**config.mk**
```make
export PLATFORM = sky130hd
export DESIGN_NAME = ps2_hex_key_tx
export DESIGN_NICKNAME = d
export VERILOG_FILES = /design/src/rtl/ps2_hex_key_tx.sv
export SDC_FILE = /design/constraint.sdc
export NUM_CORES = 1
export LEC_CHECK = 0
export CAP_MARGIN = 25
export CORE_MARGIN = 2
export CORE_UTILIZATION = 25
export CTS_BUF_LIST = sky130_fd_sc_hd__clkbuf_2 sky130_fd_sc_hd__clkbuf_4 sky130_fd_sc_hd__clkbuf_8
export DETAILED_ROUTE_END_ITERATION = 12
export SYNTH_ARGS = -nofsm -noshare
export SYNTH_HDL_FRONTEND = slang
export SYNTH_SLANG_ARGS = --single-unit
```
**constraint.sdc**
```tcl
create_clock -name clk -period 2.3 [get_ports clk]
set_input_delay 0.23 -clock clk [delete_from_list [all_inputs] [get_ports clk]]
set_output_delay 0.23 -clock clk [all_outputs]
set_load 0.03 [all_outputs]
```
**src/rtl/ps2_hex_key_tx.sv**
```systemverilog
// Keyboard-side PS/2 transmitter: turns a hex key value into its set-1 make
// (and optional break) scan code and sends it as device-to-host frames.
module ps2_hex_key_tx #(
    parameter int CLK_DIV    = 4,
    parameter bit SEND_BREAK = 1'b1,
    parameter int GAP_CYCLES = 8
) (
    input  logic       clk,
    input  logic       rst_n,
    input  logic [3:0] hex_in,
    input  logic       valid,
    output logic       ready,
    input  logic       ps2_clk_i,
    output logic       ps2_clk_o,
    output logic       ps2_data_o,
    output logic [7:0] code_out,
    output logic       done,
    output logic       abort
);

    localparam int CNT_W = (CLK_DIV > 1) ? $clog2(CLK_DIV) : 1;
    localparam int GAP_W = (GAP_CYCLES > 1) ? $clog2(GAP_CYCLES) : 1;
    localparam logic [CNT_W-1:0] CNT_LAST = CNT_W'(CLK_DIV - 1);
    localparam logic [GAP_W-1:0] GAP_LAST = GAP_W'(GAP_CYCLES - 1);

    typedef enum logic [1:0] {
        ST_IDLE  = 2'd0,
        ST_FRAME = 2'd1,
        ST_GAP   = 2'd2,
        ST_DONE  = 2'd3
    } state_t;

    state_t           state_q, state_d;
    logic [CNT_W-1:0] cnt_q, cnt_d;
    logic [GAP_W-1:0] gap_q, gap_d;
    logic [3:0]       bit_idx_q, bit_idx_d;
    logic             phase_hi_q, phase_hi_d;
    logic             is_break_q, is_break_d;
    logic [7:0]       code_q, code_d;
    logic             sync1_q, sync2_q;
    logic             ready_q, ready_d;
    logic             clk_o_q, clk_o_d;
    logic             data_o_q, data_o_d;
    logic             done_q, done_d;
    logic             abort_q, abort_d;
    logic             inhibit;

    function automatic logic [7:0] make_code(input logic [3:0] hex);
        logic [7:0] code;
        case (hex)
            4'h0: code = 8'h0B;
            4'h1: code = 8'h02;
            4'h2: code = 8'h03;
            4'h3: code = 8'h04;
            4'h4: code = 8'h05;
            4'h5: code = 8'h06;
            4'h6: code = 8'h07;
            4'h7: code = 8'h08;
            4'h8: code = 8'h09;
            4'h9: code = 8'h0A;
            4'hA: code = 8'h1E;
            4'hB: code = 8'h30;
            4'hC: code = 8'h2E;
            4'hD: code = 8'h20;
            4'hE: code = 8'h12;
            4'hF: code = 8'h21;
        endcase
        return code;
    endfunction

    function automatic logic odd_parity(input logic [7:0] data);
        return ~^data;
    endfunction

    // Frame layout in send order: start, data LSB first, parity, stop.
    function automatic logic frame_bit(input logic [7:0] code, input logic [3:0] idx);
        logic [10:0] frame;
        frame = {1'b1, odd_parity(code), code, 1'b0};
        return frame[idx];
    endfunction

    assign inhibit = ~sync2_q;

    // Two-flop synchronizer for the sensed PS/2 clock line.
    always_ff @(posedge clk or negedge rst_n) begin
        if (!rst_n) begin
            sync1_q <= 1'b1;
            sync2_q <= 1'b1;
        end else begin
            sync1_q <= ps2_clk_i;
            sync2_q <= sync1_q;
        end
    end

    // Next-state logic; line drives are derived from the next state so they are registered.
    always_comb begin
        state_d    = state_q;
        cnt_d      = cnt_q;
        gap_d      = gap_q;
        bit_idx_d  = bit_idx_q;
        phase_hi_d = phase_hi_q;
        is_break_d = is_break_q;
        code_d     = code_q;
        abort_d    = 1'b0;
        case (state_q)
            ST_IDLE: begin
                if (valid && ready_q) begin
                    code_d     = make_code(hex_in);
                    cnt_d      = {CNT_W{1'b0}};
                    bit_idx_d  = 4'd0;
                    phase_hi_d = 1'b1;
                    is_break_d = 1'b0;
                    state_d    = ST_FRAME;
                end else begin
                    state_d = ST_IDLE;
                end
            end
            ST_FRAME: begin
                // The host may only cut a frame during a high half before the stop bit.
                if (phase_hi_q && (bit_idx_q <= 4'd9) && inhibit) begin
                    state_d = ST_IDLE;
                    abort_d = 1'b1;
                end else if (cnt_q == CNT_LAST) begin
                    cnt_d = {CNT_W{1'b0}};
                    if (phase_hi_q) begin
                        phase_hi_d = 1'b0;
                    end else if (bit_idx_q == 4'd10) begin
                        if (SEND_BREAK && !is_break_q) begin
                            state_d    = ST_GAP;
                            gap_d      = {GAP_W{1'b0}};
                            is_break_d = 1'b1;
                            code_d     = code_q | 8'h80;
                        end else begin
                            state_d = ST_DONE;
                        end
                    end else begin
                        bit_idx_d  = bit_idx_q + 4'd1;
                        phase_hi_d = 1'b1;
                    end
                end else begin
                    cnt_d = cnt_q + CNT_W'(1);
                end
            end
            ST_GAP: begin
                if (gap_q == GAP_LAST) begin
                    state_d    = ST_FRAME;
                    cnt_d      = {CNT_W{1'b0}};
                    bit_idx_d  = 4'd0;
                    phase_hi_d = 1'b1;
                end else begin
                    gap_d = gap_q + GAP_W'(1);
                end
            end
            ST_DONE: begin
                state_d = ST_IDLE;
            end
            default: begin
                state_d = ST_IDLE;
            end
        endcase

        ready_d  = (state_d == ST_IDLE) && !inhibit;
        clk_o_d  = (state_d == ST_FRAME) ? phase_hi_d : 1'b1;
        data_o_d = (state_d == ST_FRAME) ? frame_bit(code_d, bit_idx_d) : 1'b1;
        done_d   = (state_d == ST_DONE);
    end

    // State and output registers.
    always_ff @(posedge clk or negedge rst_n) begin
        if (!rst_n) begin
            state_q    <= ST_IDLE;
            cnt_q      <= {CNT_W{1'b0}};
            gap_q      <= {GAP_W{1'b0}};
            bit_idx_q  <= 4'd0;
            phase_hi_q <= 1'b1;
            is_break_q <= 1'b0;
            code_q     <= 8'h00;
            ready_q    <= 1'b0;
            clk_o_q    <= 1'b1;
            data_o_q   <= 1'b1;
            done_q     <= 1'b0;
            abort_q    <= 1'b0;
        end else begin
            state_q    <= state_d;
            cnt_q      <= cnt_d;
            gap_q      <= gap_d;
            bit_idx_q  <= bit_idx_d;
            phase_hi_q <= phase_hi_d;
            is_break_q <= is_break_d;
            code_q     <= code_d;
            ready_q    <= ready_d;
            clk_o_q    <= clk_o_d;
            data_o_q   <= data_o_d;
            done_q     <= done_d;
            abort_q    <= abort_d;
        end
    end

    assign ready      = ready_q;
    assign ps2_clk_o  = clk_o_q;
    assign ps2_data_o = data_o_q;
    assign code_out   = code_q;
    assign done       = done_q;
    assign abort      = abort_q;

endmodule

```
==> summary.txt <==
Run status
  – Outcome: finished clean

STA
  – Final worst setup slack: 0.0811 ns
  – Final hold vios: 0
  – Setup TNS: 0 ns
  – Setup-failing EPs final: 0
  – RSZ-0062 raised after global routing: yes
  – Final slew viol count: 0
  – Period minus WS final: 2.22 ns
  – Fmax: 451 MHz
  – Crit share post-route: 96.5%
  – Worst slew pin tran: 0.402 ns
  – Worst rel slew slack: 73.1%
  – Skew final: 0.00219 ns

Synthesis
  – Area of the mapped netlist: 0.00170 mm^2
  – Warnings, synthesis: 0
  – Flops & latches, synth: 28
  – Mean Syn Cell Area: 10.7 um^2
  – Post-synth cell types: 48
  – Top FF cell, synth: dfrtp_1
  – Gate Count Post-Synth: 159
  – Asr flop ratio synth: 100%
  – Post-synthesis net count: 178
  – Post-synth EDFFs: 0
  – Sequential area share after synthesis: 41.5%

Placement
  – Detailed placement HPWL: 2.88 mm
  – Port bufs: 20
  – Area of placed instances: 0.00221 mm^2
  – RePlAce Congestion: 0.758
  – Setup Slack @ Placement: -0.548 ns

GRT
  – Overall global routing resource usage: 11.1%
  – GRT Residual Overflow: 0
  – First-pass GRT wire length: 6.67 mm
  – Met3 Use GR: 1.24%
  – Antenna violations before repair: 0
  – GR peak layer: met2
  – Grt met1 use: 15.5%
  – Vias in the first global route: 1430
  – Largest net degree at the start of global routing: 29
  – M2 GR Usage: 18.1%

Worst setup path
  – CP startpoint kind: flop
  – Crit-path cells: buf_4 > nand2b_1 > nor2_2 > buf_4 > a22oi_2 > xnor2_1 > xnor3_1 > o21ai_1 > or4_1
  – Worst-path maximum fanout: 10
  – Crit-path slowest cell: dfrtp_1
  – Register-to-register setup slack: 0.08 ns
  – Worst Path Required: 2.50 ns
  – Worst path arrival time: 2.41 ns
  – Most frequent CP cell: buf_4
  – CP Class: flop to flop
  – Setup crit end kind: flop
  – Worst R2R End: ps2_data_o
  – Worst R2R Start: state_q[1]
  – CP peak stage delay: 0.39 ns
  – Reg2reg path depth: 9

Layout
  – Layout cells sized above 1: 40.2%
  – Commonest cells after routing, fill and taps aside: 39 x buf_4, 21 x dfrtp_1, 17 x clkdlybuf4s50_1
  – Area growth, synth to finish: 46.5%
  – Diode count: 0
  – # nets final: 239
  – Most common cell after layout, fill and taps aside: buf_4
  – Final Cell Area: 0.00250 mm^2

Clock network
  – CTS root buffer: clkbuf_8
  – Clock slew at reported path FFs: 0.09 ns
  – Num Clock Sinks: 28
  – Worst skew pair latency: 0.27 ns
  – H-tree lvl count: 1
  – CTS tree: yes
  – CTS max path bufs: 2
  – Num CTS Buffers: 3

Floorplan
  – Total Die Area: 0.00749 mm^2
  – Rows: 30
  – Die X: 86.6 um
  – IO Count: 21
  – Core area: 0.00668 mm^2
  – Starting Density: 25.5%
  – Die extent in y: 86.6 um

Power and ir drop
  – VDD IR max: 0.463 mV
  – Lkg Pwr: 1.14 nW
  – P per Cell Area: 783 mW/mm^2

Routing
  – DRC: 0
  – Post-DR wirelength/cell: 13.7 um
  – Vias post-DR: 1415
  – Final WL: 4.10 mm
  – TritonRoute pass-1 iters: 4
  – DRT iter0 DRCs: 28
  – Antenna viol nets, final: 0
  – Via density: 4.73

Min path
  – Min-Delay Path Class: input pin to async pin

Flow run
  – Max capacitance violation total: 0
[Yosys cell counts, drive strengths merged, types with 2 or more instances]
cell	number	share of area, %
mux2	3	2.0
a22oi	4	2.1
mux2i	5	2.9
dfrtp	23	34
xnor3	2	2.6
a221o	2	1.2
xnor2	3	1.5
and2	2	0.73
nand3b	2	0.88
o21a	2	0.88
a21oi	6	1.8
nand3	2	0.59
a31oi	2	0.73
o21ai	5	1.5
dfstp	5	7.7
buf	5	2.3
a211oi	3	1.6
or4	2	0.88
nor2	13	2.9
nor3b	2	0.88
a22o	6	3.2
o211ai	2	1.7
nand2b	4	1.5
inv	13	2.9
nand4	3	1.1
nand2	8	1.8
nor2b	6	2.2
ha	11	8.1
a21o	2	0.88
[through the flow]
step | utilization [%] | cells | total power (W) | hold slack (ns)
3_5_place_dp | 33.1 | 287 | 0.00155 | 0.354
5_1_grt | 37.4 | 299 | 0.00207 | 0.346
2_1_floorplan | - | 159 | 0.00121 | -0.0656
3_3_place_gp | 33.1 | 287 | 0.00155 | 0.346
4_1_cts | 34.9 | 292 | 0.00190 | 0.330
6_report | 37.4 | 299 | 0.00195 | 0.322
[metal layers]
| layer | routed length, um | part of all wire (%) | vias to the layer above |
|---|---|---|---|
| li1 | - | - | 691 |
| met1 | 1930 | 47 | 700 |
| met2 | 2040 | 50 | 20 |
| met3 | 97 | 2.4 | 4 |
| met4 | 31 | 0.76 | 0 |
| met5 | 0 | 0 | - |
[sequential cells by signal (all words and copies together), names as in the netlist]
signal      count
sync2_q         1
ps2_data_o      1
sync1_q         1
gap_q           3
abort           1
ps2_clk_o       1
code_out        8
state_q         2
done            1
bit_idx_q       4
cnt_q           2
is_break_q      1
phase_hi_q      1
ready           1
[report_power, final]
group	internal, W	total, W	switching, W
Clock	0.000153	0.000303	0.000149
Sequential	0.000588	0.000673	0.0000842
Combinational	0.000541	0.000980	0.000438
[final cells by class]
class                   instances  area [um^2]
multi-input cells             113         1070
flip-flops and latches         28          709
fillers                       666         4190
repair buffers                 61          512
well taps                      80          100
clock buffers                   4         55.1
inverters                      13         48.8
[worst max-delay path by stage]
stage               startpoint         end  slack [ns]
floorplan                ready  ps2_data_o        0.04
global placement     hex_in[1]  ps2_data_o       -0.48
detailed placement   hex_in[1]  ps2_data_o       -0.55
CTS                 state_q[1]  ps2_data_o       0.008
global route        state_q[1]  ps2_data_o       -0.05
finish              state_q[1]  ps2_data_o        0.08
[critical path, delay by kind of cell, from the launching register on]
family | cells | cell delay, ns
AO/OA/AOI/OAI | 2 | 0.12
XOR/XNOR | 2 | 0.50
buffers and inverters | 2 | 0.33
flip-flops | 1 | 0.39
AND/OR/NAND/NOR | 3 | 0.81
[cells by family (layout without fill, tap and decap cells)]
family | after synthesis | count (layout) | share of synthesized area (%)
AND/OR/NAND/NOR | 49 | 49 | 16.5
AO/OA/AOI/OAI | 39 | 39 | 18.3
adder cells (fa/ha/maj) | 11 | 11 | 8.08
buffers and inverters | 18 | 78 | 5.21
multiplexers | 9 | 9 | 6.24
XOR/XNOR | 5 | 5 | 4.19
flip-flops | 28 | 28 | 41.5
[timing repair]
| action | in CTS | in global routing |
|---|---|---|
| pin swaps | 4 | 17 |
| endpoints found under the hold margin | 0 | 0 |
| endpoints found under the setup margin | 1 | 2 |
| gates resized for setup | 15 | 28 |
| buffers inserted | 1 | 7 |
| hold buffers | 0 | 0 |
(Power assumes the default switching activity.)
